--- src/rtl/sysid_ext_pkg.sv ---
// sysid_ext_pkg
// Shared definitions for the extended system ID peripheral:
//   - word offsets of every register in the Avalon-MM map
//   - the CAPS version byte
//   - CONTROL bit positions
//   - a byte-lane merge helper for partial writes
package sysid_ext_pkg;

  localparam int unsigned OFF_ID        = 0;
  localparam int unsigned OFF_TIMESTAMP = 1;
  localparam int unsigned OFF_CAPS      = 2;
  localparam int unsigned OFF_UPTIME_LO = 3;
  localparam int unsigned OFF_UPTIME_HI = 4;
  localparam int unsigned OFF_SECONDS   = 5;
  localparam int unsigned OFF_CONTROL   = 6;
  localparam int unsigned OFF_SCRATCH0  = 8;

  localparam logic [7:0] VERSION = 8'h02;

  localparam int unsigned CTRL_CLEAR_BIT  = 0;
  localparam int unsigned CTRL_FREEZE_BIT = 1;

  // Replace only the byte lanes whose enable is set.
  function automatic logic [31:0] apply_byteenable(
    input logic [31:0] old_word,
    input logic [31:0] new_word,
    input logic [3:0]  be
  );
    logic [31:0] result;
    result = old_word;
    for (int b = 0; b < 4; b++) begin
      if (be[b]) begin
        result[8*b +: 8] = new_word[8*b +: 8];
      end
    end
    return result;
  endfunction

endpackage

--- src/rtl/sysid_uptime_counter.sv ---
// sysid_uptime_counter
// Free-running 64-bit uptime counter plus a prescaled 32-bit seconds counter.
// Ports:
//   i_clk      system clock (rising edge)
//   i_rst_n    asynchronous active-low reset
//   i_clear    zero uptime, prescaler and seconds at this edge (wins over freeze)
//   i_freeze   hold all counters at their current values
//   o_uptime   64-bit cycle count since reset/clear, wraps
//   o_seconds  number of completed CLK_FREQ_HZ-cycle periods, wraps
module sysid_uptime_counter #(
  parameter int unsigned CLK_FREQ_HZ = 50_000_000
) (
  input  logic        i_clk,
  input  logic        i_rst_n,
  input  logic        i_clear,
  input  logic        i_freeze,
  output logic [63:0] o_uptime,
  output logic [31:0] o_seconds
);

  localparam int unsigned PRESC_W = (CLK_FREQ_HZ > 1) ? $clog2(CLK_FREQ_HZ) : 1;
  localparam logic [PRESC_W-1:0] PRESC_TC = PRESC_W'(CLK_FREQ_HZ - 1);

  logic [63:0]        r_uptime;
  logic [PRESC_W-1:0] r_presc;
  logic [31:0]        r_seconds;

  logic [63:0]        w_uptime_next;
  logic [PRESC_W-1:0] w_presc_next;
  logic [31:0]        w_seconds_next;

  always_comb begin
    w_uptime_next  = r_uptime;
    w_presc_next   = r_presc;
    w_seconds_next = r_seconds;
    if (i_clear) begin
      w_uptime_next  = '0;
      w_presc_next   = '0;
      w_seconds_next = '0;
    end else if (!i_freeze) begin
      w_uptime_next = r_uptime + 64'd1;
      if (r_presc == PRESC_TC) begin
        w_presc_next   = '0;
        w_seconds_next = r_seconds + 32'd1;
      end else begin
        w_presc_next = r_presc + 1'b1;
      end
    end
  end

  always_ff @(posedge i_clk or negedge i_rst_n) begin
    if (!i_rst_n) begin
      r_uptime  <= '0;
      r_presc   <= '0;
      r_seconds <= '0;
    end else begin
      r_uptime  <= w_uptime_next;
      r_presc   <= w_presc_next;
      r_seconds <= w_seconds_next;
    end
  end

  assign o_uptime  = r_uptime;
  assign o_seconds = r_seconds;

endmodule

--- src/rtl/system_0_sysid_ext.sv ---
// system_0_sysid_ext
// Avalon-MM slave exposing build identification, a coherent 64-bit uptime,
// a seconds counter, a CONTROL register (CLEAR / FREEZE) and scratch words.
// Ports:
//   i_clock           system clock (rising edge)
//   i_reset_n         asynchronous active-low reset
//   i_address         word address
//   i_read            read strobe (fixed latency 1, no waitrequest)
//   i_write           write strobe
//   i_writedata       write data
//   i_byteenable      byte lanes for writes
//   o_readdata        registered read data, holds between reads
//   o_readdatavalid   one-cycle pulse the cycle after each read
module system_0_sysid_ext
  import sysid_ext_pkg::*;
#(
  parameter logic [31:0] ID_VALUE    = 32'h63A2_D84C,
  parameter logic [31:0] TIMESTAMP   = 32'h0,
  parameter int unsigned ADDR_W      = 4,
  parameter int unsigned NUM_SCRATCH = 4,
  parameter int unsigned CLK_FREQ_HZ = 50_000_000
) (
  input  logic              i_clock,
  input  logic              i_reset_n,
  input  logic [ADDR_W-1:0] i_address,
  input  logic              i_read,
  input  logic              i_write,
  input  logic [31:0]       i_writedata,
  input  logic [3:0]        i_byteenable,
  output logic [31:0]       o_readdata,
  output logic              o_readdatavalid
);

  if (int'(NUM_SCRATCH) > (1 << ADDR_W) - 8) begin : g_bad_num_scratch
    $error("NUM_SCRATCH does not fit in the address map");
  end
  if (CLK_FREQ_HZ < 2) begin : g_bad_clk_freq
    $error("CLK_FREQ_HZ must be at least 2");
  end

  localparam int unsigned SCR_N = (NUM_SCRATCH > 0) ? NUM_SCRATCH : 1;
  localparam logic [31:0] CAPS_WORD = {VERSION, 8'h00, 8'(ADDR_W), 8'(NUM_SCRATCH)};

  logic [31:0]            w_addr_ext;
  logic                   w_ctrl_wr;
  logic                   w_clear;
  logic [63:0]            w_uptime;
  logic [31:0]            w_seconds;
  logic [31:0]            w_rdata;
  logic [31:0]            w_scr_rdata;
  logic [SCR_N:0][31:0]   w_scr_acc;

  logic [SCR_N-1:0][31:0] r_scratch;
  logic [31:0]            r_snap_hi;
  logic                   r_freeze;
  logic [31:0]            r_readdata;
  logic                   r_readdatavalid;

  assign w_addr_ext = 32'(i_address);

  // CONTROL lives entirely in byte lane 0, so lane 0 gates both bits.
  assign w_ctrl_wr = i_write && i_byteenable[0] && (w_addr_ext == 32'(OFF_CONTROL));
  assign w_clear   = w_ctrl_wr && i_writedata[CTRL_CLEAR_BIT];

  sysid_uptime_counter #(
    .CLK_FREQ_HZ (CLK_FREQ_HZ)
  ) u_counter (
    .i_clk     (i_clock),
    .i_rst_n   (i_reset_n),
    .i_clear   (w_clear),
    .i_freeze  (r_freeze),
    .o_uptime  (w_uptime),
    .o_seconds (w_seconds)
  );

  always_ff @(posedge i_clock or negedge i_reset_n) begin
    if (!i_reset_n) begin
      r_freeze <= 1'b0;
    end else if (w_ctrl_wr) begin
      r_freeze <= i_writedata[CTRL_FREEZE_BIT];
    end
  end

  // A LO read latches the high word from the same pre-edge sample, so a
  // following HI read returns a value coherent with the LO just returned.
  always_ff @(posedge i_clock or negedge i_reset_n) begin
    if (!i_reset_n) begin
      r_snap_hi <= '0;
    end else if (i_read && (w_addr_ext == 32'(OFF_UPTIME_LO))) begin
      r_snap_hi <= w_uptime[63:32];
    end
  end

  // Scratch words; the read side is an AND-OR chain so no variable index
  // into the array is needed.
  assign w_scr_acc[0] = '0;
  for (genvar gi = 0; gi < int'(NUM_SCRATCH); gi++) begin : g_scratch
    logic w_hit;
    assign w_hit = (w_addr_ext == 32'(OFF_SCRATCH0 + gi));

    always_ff @(posedge i_clock or negedge i_reset_n) begin
      if (!i_reset_n) begin
        r_scratch[gi] <= '0;
      end else if (i_write && w_hit) begin
        r_scratch[gi] <= apply_byteenable(r_scratch[gi], i_writedata, i_byteenable);
      end
    end

    assign w_scr_acc[gi+1] = w_scr_acc[gi] | (w_hit ? r_scratch[gi] : 32'h0);
  end
  assign w_scr_rdata = w_scr_acc[NUM_SCRATCH];

  // Read mux works on register state before this edge, so a simultaneous
  // write is not visible to the read in the same cycle.
  always_comb begin
    w_rdata = '0;
    case (w_addr_ext)
      32'(OFF_ID):        w_rdata = ID_VALUE;
      32'(OFF_TIMESTAMP): w_rdata = TIMESTAMP;
      32'(OFF_CAPS):      w_rdata = CAPS_WORD;
      32'(OFF_UPTIME_LO): w_rdata = w_uptime[31:0];
      32'(OFF_UPTIME_HI): w_rdata = r_snap_hi;
      32'(OFF_SECONDS):   w_rdata = w_seconds;
      32'(OFF_CONTROL):   w_rdata = {30'b0, r_freeze, 1'b0};
      default:            w_rdata = w_scr_rdata;
    endcase
  end

  always_ff @(posedge i_clock or negedge i_reset_n) begin
    if (!i_reset_n) begin
      r_readdata      <= '0;
      r_readdatavalid <= 1'b0;
    end else begin
      r_readdatavalid <= i_read;
      if (i_read) begin
        r_readdata <= w_rdata;
      end
    end
  end

  assign o_readdata      = r_readdata;
  assign o_readdatavalid = r_readdatavalid;

endmodule

--- config.mk ---
export PLATFORM = sky130hd
export DESIGN_NAME = system_0_sysid_ext
export DESIGN_NICKNAME = d
export VERILOG_FILES = /design/src/rtl/sysid_ext_pkg.sv /design/src/rtl/sysid_uptime_counter.sv /design/src/rtl/system_0_sysid_ext.sv
export SDC_FILE = /design/constraint.sdc
export NUM_CORES = 1
export LEC_CHECK = 0
export BUFFER_PORTS_ARGS = -buffer_cell sky130_fd_sc_hd__buf_2
export CAP_MARGIN = 20
export CORE_MARGIN = 1
export CORE_UTILIZATION = 35
export CTS_CLUSTER_DIAMETER = 120
export CTS_CLUSTER_SIZE = 40
export DETAILED_ROUTE_END_ITERATION = 7
export GPL_TIMING_DRIVEN = 1
export HOLD_SLACK_MARGIN = 0.05
export SYNTH_ARGS = -nofsm -noshare
export SYNTH_HDL_FRONTEND = slang
export SYNTH_SLANG_ARGS = --single-unit
--- constraint.sdc ---
create_clock -name i_clock -period 2.6 [get_ports i_clock]
set_clock_uncertainty 0.2 [all_clocks]
set_input_delay 0.26 -clock i_clock [delete_from_list [all_inputs] [get_ports i_clock]]
set_output_delay 0.26 -clock i_clock [all_outputs]
set_load 0.02 [all_outputs]
==> reports/qor.yml <==
global_route:
  busiest_layer: "met2"
  grt_util_met2_pct: 34.8
  grt.overflow.total: 0
  grt_start_max_net_pins: 75
  antenna_found_initial: 3
  grt_pass1_wl_um: 74900
  grt_use_met3_pct: 2.70
  grt_use_met1_pct: 30.5
  grt_pass1_vias: 12700
  grtUsageTotal_pct: 21.5
sta:
  setup_viol_count_final: 17
  whs_ns: 0.115
  finalMaxSlewViolations: 0
  period_needed_ns: 2.80
  fin_setup_tns_ns: -1.98
  post-route-period-util_pct: 108
  rsz0062_at_grt: "true"
  slew_headroom_pct: 56.6
  fmax_mhz: 357
  worstMarginPinSlew_ns: 0.634
  setup_ws_ns: -0.200
  finalHoldViolCount: 0
layout:
  fillers: 4167
  drive_gt1_share_pct: 28.2
  multiInputGateArea_mm2: 0.00727
  area_delta_synth_final_pct: 19.9
  final_common_cell: "dfrtp_1"
  layout.cells.non_filler: 2232
  seq_area_mm2: 0.00791
  fin_nets: 1693
  final_cell_mix: "316 x dfrtp_1, 164 x mux2_2, 151 x buf_4"
yosys:
  synth.distinct_cells: 53
  ys.flop_type: "dfrtp_1"
  synthesis.area_mm2: 0.0153
  synth_area_leader_cell: "dfrtp_1"
  netlist_top_cells_area: "dfrtp_1 52%, mux2_2 12%, a222oi_1 3.2%, nor2_1 2.8%, nand4_1 2.3%"
  seq_area_frac_synth_pct: 51.6
  synthCells: 1430
  synth_edf_count: 0
  synth-seq-cells: 316
  async_flop_share_pct: 100
  syn_nets: 1478
  synth_top_area_share_pct: 51.6
  syn_avg_cell_area_um2: 10.7
  yosys_warnings: 0
power_and_ir_drop:
  powerDensity_mw_per_mm2: 667
  power_w: 0.0123
  p_leak_nw: 7.57
  peakVddDrop_v: 0.000401
detailed_routing:
  via_per_inst: 5.80
  vias: 12900
  detail_route.wl_per_cell_um: 21.5
  wirelength_um: 47900
  ant_nets: 0
  drc_errors: 0
  drt_iter0_markers: 1563
  drtPass1Iterations: 7
flow_run:
  drv_cap: 0
cts:
  htree_levels: 1
  clk_pin_slew_ns: 0.15
  insertion_delay_ns: 0.51
  cts_root_buf: "clkbuf_16"
  tritoncts: "yes"
  clk_path_buf_depth: 3
  cts_buffers: 11
  clkSinkCount: 316
hold_path:
  hold_path.class: "primary input to async pin"
setup_path:
  required_ns: 2.85
  cp.arrival_ns: 3.06
  rrSetupSlack_ns: -0.20
  r2r-start: "u_counter.r_presc[24]"
  r2r_cells: 5
  critPathMaxFanout: 7
  worstSetupEndpointType: "flip-flop"
  cp-start-kind: "flip-flop"
  crit_type: "flip-flop to flip-flop"
  reg2reg_to: "u_counter.o_seconds[17]"
floorplan:
  dieWidth_um: 211
  dieArea_mm2: 0.0446
  io_pins: 77
  core_area_mm2: 0.0432
  die_h_um: 211
  fp-row-count: 76
  start_util_pct: 35.5
placement:
  post-place-ws_ns: -0.191
  hpwlAfterDp_um: 34900
  portBuffers: 76
  dp.cells: 2168
  globalplace.congestion: 0.877
run_status:
  status: "finished, violations left"
  violations: "negative setup slack"
## flip-flops by register name, summed over array words and instances, names as in the netlist
register / flops
u_counter.o_uptime: 64
r_freeze: 1
o_readdatavalid: 1
u_counter.o_seconds: 32
o_readdata: 32
u_counter.r_presc: 26
r_snap_hi: 32
r_scratch: 128
## Yosys cell counts (3+ instances only)
library cell	instances
nand3_1	60
a22o_1	8
inv_1	20
buf_1	5
or2_2	7
o21a_1	3
or3_1	31
and3_1	26
nand4_1	57
clkbuf_1	66
nor3_1	17
a222oi_1	49
nand2_1	91
nor2_1	114
nor4bb_1	3
o21ai_0	67
a21oi_1	71
dfrtp_1	316
and4_1	8
a41oi_1	19
nand4b_1	5
ha_1	4
nor2b_1	9
nand2b_1	7
a221oi_1	4
mux2_2	164
xnor2_1	19
or4_1	33
nor4_1	21
a22oi_1	13
o31ai_1	28
and2_1	9
a31oi_1	11
xor2_1	36
## power by group
part	leakage [nW]	switching (W)	internal [W]
Sequential	3.86	0.000787	0.00584
Combinational	3.56	0.00178	0.00149
Clock	0.150	0.00150	0.000878
## critical path, cell delays in order (launching register included)
cell,delay [ns]
dfrtp_1,0.41
or4b_4,0.54
or4b_4,0.57
or3_4,0.41
or4_4,0.49
a21oi_2,0.12
## cells by family after synthesis
family / Yosys count / share of synthesized area [%]
AND/OR/NAND/NOR: 509 / 17.6
XOR/XNOR: 55 / 3.14
AO/OA/AOI/OAI: 286 / 12.8
multiplexers: 166 / 12.2
adder cells (fa/ha/maj): 4 / 0.326
buffers and inverters: 94 / 2.42
flip-flops: 316 / 51.6
## worst max-delay path by stage
stage	slack (ns)	depth (start not counted)	to	startpoint
after floorplan	-0.14	7	u_counter.o_seconds[10]	u_counter.r_presc[7]
after global routing	-0.24	5	u_counter.o_seconds[17]	u_counter.r_presc[24]
after detailed placement	-0.19	6	u_counter.o_seconds[12]	u_counter.r_presc[18]
after CTS	-0.24	5	u_counter.o_seconds[17]	u_counter.r_presc[24]
final	-0.20	5	u_counter.o_seconds[17]	u_counter.r_presc[24]
after global placement	-0.17	6	u_counter.o_seconds[27]	u_counter.r_presc[18]
## area by class of cell
type	instances	share of cell area, %
Clock buffer	11	1.50
Clock inverter	1	0.163
Inverter	20	0.408
Tap cell	585	3.98
Multi-Input combinational cell	1023	39.6
Antenna cell	3	0.0408
Sequential cell	316	43.0
Timing Repair Buffer	273	11.3
## per-layer routing
layer	routed length, um	up-vias
met4	1030	0
met2	22400	430
met1	21500	6623
met5	0	-
met3	2940	53
li1	-	5840
## through the flow
stage / instance area (um2) / util (%)
floorplan: 15300 / -
finish: 18400 / 42.6
detailed placement: 17500 / 40.5
global placement: 17500 / 40.5
CTS: 18200 / 42.1
global route: 18400 / 42.6
## repair_timing
item,in CTS,in global routing
endpoints found under the setup margin,17,36
cloned,0,3
pin swaps,23,15
hold endpoints to repair,356,0
hold buffers,34,0
resized for setup,7,30
setup buffers,3,10
No activity file was read; power rests on OpenSTA's default activity.
